<file path="config.mk">
export PLATFORM = sky130hd
export DESIGN_NAME = pwm_fade_ctrl_flat
export DESIGN_NICKNAME = d
export VERILOG_FILES = /design/src/rtl/pwm_fade_ctrl_pkg.sv /design/src/rtl/pwm_fade_ctrl_if.sv /design/src/rtl/pwm_fade_ctrl_core.sv /design/src/rtl/pwm_fade_ctrl.sv /design/src/flat_wrapper.sv
export SDC_FILE = /design/constraint.sdc
export NUM_CORES = 1
export LEC_CHECK = 0
export CAP_MARGIN = 5
export CELL_PAD_IN_SITES_DETAIL_PLACEMENT = 0
export CELL_PAD_IN_SITES_GLOBAL_PLACEMENT = 1
export CORE_MARGIN = 2
export CORE_UTILIZATION = 37
export CTS_CLUSTER_SIZE = 28
export DETAILED_ROUTE_END_ITERATION = 10
export PLACE_DENSITY_LB_ADDON = 0.15
export SYNTH_ARGS = -nofsm -noshare
export SYNTH_HDL_FRONTEND = slang
export SYNTH_SLANG_ARGS = --single-unit
export TNS_END_PERCENT = 50
</file>
<file path="constraint.sdc">
create_clock -name clk -period 4.65 [get_ports clk]
set_input_delay 1.395 -clock clk [delete_from_list [all_inputs] [get_ports clk]]
set_output_delay 1.395 -clock clk [all_outputs]
set_load 0.005 [all_outputs]
</file>
<file path="src/rtl/pwm_fade_ctrl_pkg.sv">
// ============================================================================
// Module   : pwm_pkg
// Purpose  : Shared constants and FSM encoding for the PWM fade controller.
// Revision : 1.0 - initial release
// ============================================================================
`default_nettype none

package pwm_pkg;

    localparam int          DUTY_W_DFLT = 8;
    localparam int unsigned DUTY_MAX    = (1 << DUTY_W_DFLT) - 1;

    typedef enum logic [0:0] {
        ST_IDLE = 1'b0,
        ST_RAMP = 1'b1
    } fsm_state_t;

endpackage

`default_nettype wire

</file>
<file path="src/rtl/pwm_fade_ctrl_if.sv">
// ============================================================================
// Module   : pwm_fade_ctrl_if
// Purpose  : Target-duty request channel (valid/ready) into the fade controller.
// Revision : 1.0 - initial release
// ============================================================================
`default_nettype none

interface pwm_fade_ctrl_if
    import pwm_pkg::*;
#(
    parameter int DUTY_W = DUTY_W_DFLT,
    parameter int RATE_W = 16
);
    logic [DUTY_W-1:0] tgt_duty;
    logic [RATE_W-1:0] tgt_rate;
    logic              tgt_valid;
    logic              tgt_ready;

    modport master (
        output tgt_duty,
        output tgt_rate,
        output tgt_valid,
        input  tgt_ready
    );

    modport slave (
        input  tgt_duty,
        input  tgt_rate,
        input  tgt_valid,
        output tgt_ready
    );
endinterface

`default_nettype wire

</file>
<file path="src/rtl/pwm_fade_ctrl_core.sv">
// ============================================================================
// Module   : pwm_core
// Purpose  : Period counter, shadow duty register and registered comparator.
// Revision : 1.0 - initial release
// ============================================================================
`default_nettype none

module pwm_core
    import pwm_pkg::*;
#(
    parameter int DUTY_W = DUTY_W_DFLT
) (
    input  logic              clk,
    input  logic              rst_n,
    input  logic              enable,
    input  logic [DUTY_W-1:0] duty_nxt,
    output logic              period_end,
    output logic [DUTY_W-1:0] duty_o,
    output logic              pwm_o
);

    logic [DUTY_W-1:0] r_cnt;
    logic [DUTY_W-1:0] r_duty;
    logic              r_pwm;
    logic              w_cmp;

    assign period_end = (&r_cnt) & enable;
    assign duty_o     = r_duty;
    assign pwm_o      = r_pwm;

    always_ff @(posedge clk or negedge rst_n) begin
        if (!rst_n) begin
            r_cnt <= '0;
        end else if (enable) begin
            r_cnt <= r_cnt + 1'b1;
        end
    end

    // Duty is only shadow-loaded at the wrap so a period is never split.
    always_ff @(posedge clk or negedge rst_n) begin
        if (!rst_n) begin
            r_duty <= '0;
        end else if (period_end) begin
            r_duty <= duty_nxt;
        end
    end

    // Full scale needs its own case: cnt < MAX would drop the last clock.
    always_comb begin
        w_cmp = 1'b0;
        if (r_duty == '0) begin
            w_cmp = 1'b0;
        end else if (&r_duty) begin
            w_cmp = 1'b1;
        end else begin
            w_cmp = (r_cnt < r_duty);
        end
    end

    always_ff @(posedge clk or negedge rst_n) begin
        if (!rst_n) begin
            r_pwm <= 1'b0;
        end else begin
            r_pwm <= enable & w_cmp;
        end
    end

endmodule

`default_nettype wire

</file>
<file path="src/rtl/pwm_fade_ctrl.sv">
// ============================================================================
// Module   : pwm_fade_ctrl
// Purpose  : Ramps the applied PWM duty one LSB at a time toward a requested
//            target, stepping every (rate+1) PWM periods.
// Revision : 1.0 - initial release
// ============================================================================
`default_nettype none

module pwm_fade_ctrl
    import pwm_pkg::*;
#(
    parameter int DUTY_W = DUTY_W_DFLT,
    parameter int RATE_W = 16
) (
    input  logic               clk,
    input  logic               rst_n,
    input  logic               enable,
    pwm_fade_ctrl_if.slave     tgt,
    output logic [DUTY_W-1:0]  duty_o,
    output logic               busy,
    output logic               done,
    output logic               pwm_o,
    output logic               led_o
);

    fsm_state_t        r_state;
    logic [DUTY_W-1:0] r_target;
    logic [DUTY_W-1:0] r_cur;
    logic [RATE_W-1:0] r_rate;
    logic [RATE_W-1:0] r_timer;
    logic              r_busy;
    logic              r_done;

    logic              w_period_end;
    logic              w_accept;
    logic              w_step;
    logic [DUTY_W-1:0] w_cur_nxt;
    logic              w_pwm;

    assign tgt.tgt_ready = enable & (r_state == ST_IDLE);
    assign w_accept      = tgt.tgt_valid & tgt.tgt_ready;

    assign busy  = r_busy;
    assign done  = r_done;
    assign pwm_o = w_pwm;
    assign led_o = w_pwm;

    assign w_step = (r_state == ST_RAMP) & w_period_end &
                    (r_timer == r_rate) & (r_cur != r_target);

    // Stepping only toward an in-range target keeps cur inside 0..MAX.
    always_comb begin
        w_cur_nxt = r_cur;
        if (w_step) begin
            if (r_target > r_cur) begin
                w_cur_nxt = r_cur + 1'b1;
            end else begin
                w_cur_nxt = r_cur - 1'b1;
            end
        end
    end

    always_ff @(posedge clk or negedge rst_n) begin
        if (!rst_n) begin
            r_state  <= ST_IDLE;
            r_target <= '0;
            r_cur    <= '0;
            r_rate   <= '0;
            r_timer  <= '0;
            r_busy   <= 1'b0;
            r_done   <= 1'b0;
        end else begin
            r_done <= 1'b0;
            if (enable) begin
                case (r_state)
                    ST_IDLE: begin
                        if (w_accept) begin
                            r_target <= tgt.tgt_duty;
                            r_rate   <= tgt.tgt_rate;
                            r_timer  <= '0;
                            r_busy   <= 1'b1;
                            r_state  <= ST_RAMP;
                        end
                    end
                    ST_RAMP: begin
                        if (w_period_end) begin
                            if (r_timer == r_rate) begin
                                r_timer <= '0;
                            end else begin
                                r_timer <= r_timer + 1'b1;
                            end
                        end
                        r_cur <= w_cur_nxt;
                        // Also covers a request equal to the current duty.
                        if (w_cur_nxt == r_target) begin
                            r_state <= ST_IDLE;
                            r_busy  <= 1'b0;
                            r_done  <= 1'b1;
                        end
                    end
                    default: begin
                        r_state <= ST_IDLE;
                    end
                endcase
            end
        end
    end

    pwm_core #(
        .DUTY_W (DUTY_W)
    ) u_core (
        .clk        (clk),
        .rst_n      (rst_n),
        .enable     (enable),
        .duty_nxt   (w_cur_nxt),
        .period_end (w_period_end),
        .duty_o     (duty_o),
        .pwm_o      (w_pwm)
    );

endmodule

`default_nettype wire

</file>
<file path="src/flat_wrapper.sv">
// flat-port wrapper written by rule: the top's interface ports become plain ports
module pwm_fade_ctrl_flat import pwm_pkg::*;
#(
    parameter int DUTY_W = DUTY_W_DFLT,
    parameter int RATE_W = 16
)
  (clk, rst_n, enable, duty_o, busy, done, pwm_o, led_o, tgt_tgt_duty, tgt_tgt_rate, tgt_tgt_valid, tgt_tgt_ready);
  pwm_fade_ctrl_if #(.DUTY_W(DUTY_W), .RATE_W(RATE_W)) tgt_i ();
  input  logic clk;
  input  logic rst_n;
  input  logic enable;
  output logic [DUTY_W-1:0] duty_o;
  output logic busy;
  output logic done;
  output logic pwm_o;
  output logic led_o;
  input wire logic [$bits(tgt_i.tgt_duty)-1:0] tgt_tgt_duty;
  input wire logic [$bits(tgt_i.tgt_rate)-1:0] tgt_tgt_rate;
  input wire logic [$bits(tgt_i.tgt_valid)-1:0] tgt_tgt_valid;
  output wire logic [$bits(tgt_i.tgt_ready)-1:0] tgt_tgt_ready;
  assign tgt_i.tgt_duty = tgt_tgt_duty;
  assign tgt_i.tgt_rate = tgt_tgt_rate;
  assign tgt_i.tgt_valid = tgt_tgt_valid;
  assign tgt_tgt_ready = tgt_i.tgt_ready;
  pwm_fade_ctrl #(.DUTY_W(DUTY_W), .RATE_W(RATE_W)) u_core (.clk(clk), .rst_n(rst_n), .enable(enable), .tgt(tgt_i), .duty_o(duty_o), .busy(busy), .done(done), .pwm_o(pwm_o), .led_o(led_o));
endmodule
</file>
# After elaboration in Yosys (flattened, before gate mapping)
# Index checks and enable logic that the tools add are counted.
# classes
addsub	4
n_lt_le_gt_ge	2
n_eq_ne	6
n_mux	17
bitwise_logic	8
reduce_logical	7
# op_table
cell	n
$mux 16	3
$pmux 16 s2	1
$add 16x1->16 const B	1
$add 8x1->8 const B	2
$eq 16x16->1	1
$mux 8	2
$reduce_and 8->1	2
$mux 1	9
$reduce_and 3->1	3
$eq 8x8->1	1
$gt 8x8->1	1
$logic_not 8->1	1
$lt 8x8->1	1
$ne 8x8->1	1
$sub 8x1->8 const B	1
$and 1x1->1	7
$ne 2x2->1 const B	2
$pmux 1 s2	2
$ne 2x1->1 const B	1
$reduce_and 2->1	1
$not 1->1	1
# word_totals
reg_bits	68
input_bits	28
output_inout_bits	13
wordCells	54

# Longest topological paths before layout
# logic_depth
word_depth	10
mapped_depth	16
ltp_nobuf	16

# Hierarchy
# Synthesis repeated with hierarchy kept, for this count alone.
# hier_totals
cells_unflattened	392
area_unflattened_um2	4125.2
# by_module_without_submodules
mod	n_inst	cells_per_inst	area_per_inst_um2	seq_area_each_um2
pwm_fade_ctrl	1	312	3178.0	1276.2
pwm_core	1	80	947.2	425.4

# Worst setup path after synthesis
# No wires, ideal clock.
# synth_path
path_kind	register -> register
from	reg u_core.r_cur[1]
to	reg u_core.r_busy, in the netlist u_core.busy
setup_ps	137
arrival_ps	3419
required_ps	4513
path_slack_ps	1094
path_stages_with_launch	16
n_path_buf	0
period_less_slack_ps	3556
path_cell_list	dfrtp_1 -> inv_1 -> ha_1 -> nor2b_1 -> o211ai_1 -> a211oi_1 -> nor2_1 -> ha_1 -> a21o_1 -> a221oi_2 -> nand2b_1 -> o311ai_0 -> o41ai_1 -> o22ai_1 -> a2111oi_4 -> a21oi_1
# synth_via
elab_chain_len	6
word_cells_on_any_way	10
classes_between	add/sub: 2; order compare: 1; eq/ne: 3; mux: 2; bitwise: 1; reduce/logical: 1
# synth_rtl
item	line	rtl
start, declared	pwm_fade_ctrl.sv:28	logic [DUTY_W-1:0] r_cur;
start signal, assigned	pwm_fade_ctrl.sv:93	r_cur <= w_cur_nxt;
$sub 8x1->8 (tied with other cells)	pwm_fade_ctrl.sv:58	w_cur_nxt = r_cur - 1'b1;
$mux 8 or $and 1x1->1 (tied branches)	pwm_fade_ctrl.sv:55, pwm_fade_ctrl.sv:49	
$mux 8 (*)	pwm_fade_ctrl.sv:54	if (w_step) begin
$eq 8x8->1 (*)	pwm_fade_ctrl.sv:95	if (w_cur_nxt == r_target) begin
$ne 2x2->1 (no source line) (*)	-	
$reduce_and 3->1 (no source line) (*)	-	
end signal, assigned	pwm_fade_ctrl.sv:70	r_busy <= 1'b0;
end signal, assigned	pwm_fade_ctrl.sv:81	r_busy <= 1'b1;
end signal, assigned	pwm_fade_ctrl.sv:97	r_busy <= 1'b0;
end, declared	pwm_fade_ctrl.sv:31	logic r_busy;
# Every way passes the cells marked *; elsewhere a longest branch is shown, timed or not.
# A chain may end at the register's enable or synchronous reset.

# Final worst setup path
# Same ends and word-level chain as after synthesis.

==> flow_summary_export.csv <==
group,metric,value,unit
critical_path,crit_path_max_incr_delay,0.46,ns
routing,avgViaCountPerCell,5.124,
placement,place_ws,0.4661,ns
yosys,syn_area_per_cell,10.25,µm²
yosys,synth_fp_nets,446,
cts,postCtsSetupRepairBufs,0,
hold_path,hp-class,"flop to flop",
cts,ctsResizeCount,0,
finish,final_core_util,44.70,%
run_status,status,"completed",
placement,port_buffers,40,
sta,min_period,4.189,ns
yosys,yosys.area.top_type,"dfrtp_1",
yosys,yosysWarningCount,0,
die,initial_utilization,37.60,%
global_routing,grt_pass1_wl,15.46,mm
critical_path,cp_cell_sequence,"inv_1 > ha_1 > nor2b_1 > o211ai_1 > a211oi_1 > nor2_1 > ha_1 > a21o_1 > a221oi_2 > nand2b_1 > o311ai_0 > o41ai_1 > o22ai_1 > a2111oi_4 > a21oi_1",
finish,synthToLayoutAreaGrowth,18.89,%
cts,clkTransAtPathRegs,0.07,ns
power_and_ir_drop,p_leak,2.138,nW
routing,drc,0,
critical_path,rr_worst_depth,15,
critical_path,arrival,4.41,ns
sta,maxSlewHeadroom,58.32,%
cts,numCtsBuffers,9,
routing,drtPass1Iterations,5,
yosys,yosys-top-cells-area,"dfrtp_1 (42%), mux2_2 (7.5%), ha_1 (7.1%)",
die,rows,38,
sta,worst_pin_slew,0.6174,ns
critical_path,cp_max_fo,7,
routing,ant_nets,0,
critical_path,cpMaxStageDelayCell,"nor2_1",
cts,clock_latency,0.36,ns
sta,finalHoldViolations,0,
yosys,ys_ff_latch,68,
flow_run,max-cap-violations,0,
routing,routed_wl,9.270,mm
sta,slew_violations,0,
hold_path,worst_hold_path.endpoint,"u_core.r_rate[0]",
sta,setup_violations,0,
routing,vias,3008,
cts,htree_levels,3,
critical_path,r2r-end,"u_core.busy",
yosys,synth_top_area_share,42.12,%
yosys,syn-cell-area,4040,µm²
yosys,synth_cell_types,55,
finish,final_cell_mix,"dfrtp_1 (68), clkdlybuf4s50_1 (39), o21ai_0 (31)",
finish,final_common_cell,"dfrtp_1",
finish,layout.nets,494,
placement,place.gp.congestion,0.8177,
die,die_w,108.5,µm
critical_path,crit_family,"compound AO/OA/AOI/OAI gates",
critical_path,start_kind,"flop",
sta,setup_tns,0,ns
critical_path,critPathBufInv,1,
hold_path,min-delay-start,"u_core.r_rate[0]",
cts,clkSinkCount,68,
critical_path,rrSetupSlack,0.46,ns
routing,drtIter0Drc,78,
finish,n_antenna_cell,0,
critical_path,crit_path_end_kind,"flop",
sta,fin_skew,0.01229,ns
global_routing,grt_usage,17.33,%
global_routing,antenna_found_initial,0,
yosys,synthCells,394,
die,dieHeight,108.5,µm
sta,layout_setup_ws,0.4611,ns
power_and_ir_drop,ir_drop,0.1878,mV
die,ioPinCount,41,
yosys,yosysSeqAreaShare,42.12,%
hold_path,hold-path-cell-count,1,
placement,dpl.hpwl,7.022,mm
cts,ctsRootBufferMaster,"clkbuf_8",
power_and_ir_drop,power.density,493.2,nW/µm²
critical_path,critPathKind,"flop to flop",
finish,drive_above_1_share,14.77,%
cts,cts_buffer_depth,2,
critical_path,critPathMostFrequentCell,"ha_1",
global_routing,grt.overflow.total,0,
sta,grt_setup_unrepaired,"no",
yosys,synth_edf_count,0,
die,core_area,10750,µm²
cts,cts_tree,"done",
routing,wl_per_cell,15.79,µm
global_routing,grt_pass1_vias,3123,
sta,max_clock_freq,238.7,MHz
yosys,async_flop_share,100.0,%
die,die_area,11770,µm²
yosys,synthFlopType,"dfrtp_1",
critical_path,rr_startpoint,"u_core.r_cur[1]",
cts,cts_hold_buf,0,
critical_path,required,4.88,ns
global_routing,grt_start_max_net_pins,27,
sta,timing.final.crit_share,90.08,%
==> worst max-delay path by stage <==
stage,startpoint,end,slack (ns),depth (start not counted)
after floorplan,u_core.r_cur[1],u_core.busy,1.09,15
after global placement,enable,u_core.busy,0.47,10
after detailed placement,enable,u_core.busy,0.47,10
after CTS,u_core.r_cur[1],u_core.busy,0.45,15
after global routing,u_core.r_cur[1],u_core.r_state,0.14,15
final,u_core.r_cur[1],u_core.busy,0.46,15
==> sequential cells by signal, summed over array words and instances (netlist names) <==
name / cells
u_core.busy: 1
u_core.r_timer: 16
u_core.done: 1
u_core.u_core.pwm_o: 1
u_core.r_state: 1
u_core.r_rate: 16
u_core.r_cur: 8
u_core.u_core.r_cnt: 8
u_core.u_core.duty_o: 8
u_core.r_target: 8
==> power by group <==
| part | leakage [nW] | internal, mW | total [mW] | switching, mW |
|---|---|---|---|---|
| registers | 0.842 | 0.745 | 0.928 | 0.183 |
| clock network | 0.100 | 0.262 | 0.496 | 0.234 |
| logic | 1.20 | 0.459 | 0.946 | 0.486 |
| total | 2.14 | 1.47 | 2.37 | 0.903 |
==> layer usage <==
layer	up-vias	part of all wire, %	track usage (%)	wire length, µm
li1	1492	-	-	-
met2	52	51	30.71	4685
met4	0	1.2	5.311	115
met1	1455	45	21.36	4190
met5	-	0	0	0
met3	9	3.0	3.074	278
==> area by class of cell <==
type	count	area, µm²
tap	140	175.2
timing repair buffer	47	447.9
clock inverter	4	48.80
inverter	26	97.59
clock buffer	12	145.1
fill	1113	5942
sequential	68	1702
multi-input combinational	290	2187
==> synthesized netlist by cell type (3+ instances only) <==
| master | instances |
|---|---|
| xnor2_1 | 14 |
| nor2b_1 | 5 |
| o21ai_0 | 31 |
| a21oi_1 | 20 |
| or3_1 | 3 |
| and3_1 | 5 |
| o31ai_1 | 3 |
| xor2_1 | 24 |
| nor2_1 | 22 |
| nand2_1 | 30 |
| a21o_1 | 6 |
| nor4_4 | 4 |
| nand3_1 | 14 |
| clkbuf_1 | 6 |
| ha_1 | 23 |
| nand4_1 | 13 |
| nor3_1 | 5 |
| inv_1 | 26 |
| mux2_2 | 27 |
| dfrtp_1 | 68 |
| and2_1 | 3 |
==> per-stage QoR <==
stage          hold WS (ns)  cells  power [mW]  instance area (µm²)
2_1_floorplan        0.4784    394       1.627                 4040
3_3_place_gp         0.5124    571       1.881                 4609
3_5_place_dp         0.5182    571       1.890                 4609
4_1_cts              0.5359    587       2.393                 4803
5_1_grt              0.5534    587       2.555                 4803
6_report             0.5295    587       2.369                 4803
==> cell families (layout without fill, tap and decap cells) <==
family / count (synthesis) / count (layout) / synth area share (%)
mux: 27 / 27 / 7.526
buf+inv: 36 / 89 / 3.747
compound gates: 80 / 80 / 12.95
xor+xnor: 40 / 40 / 9.198
simple gates: 119 / 119 / 16.85
fa+ha+maj: 24 / 24 / 7.619
flops: 68 / 68 / 42.12
Power figures use the tool's default switching activity.
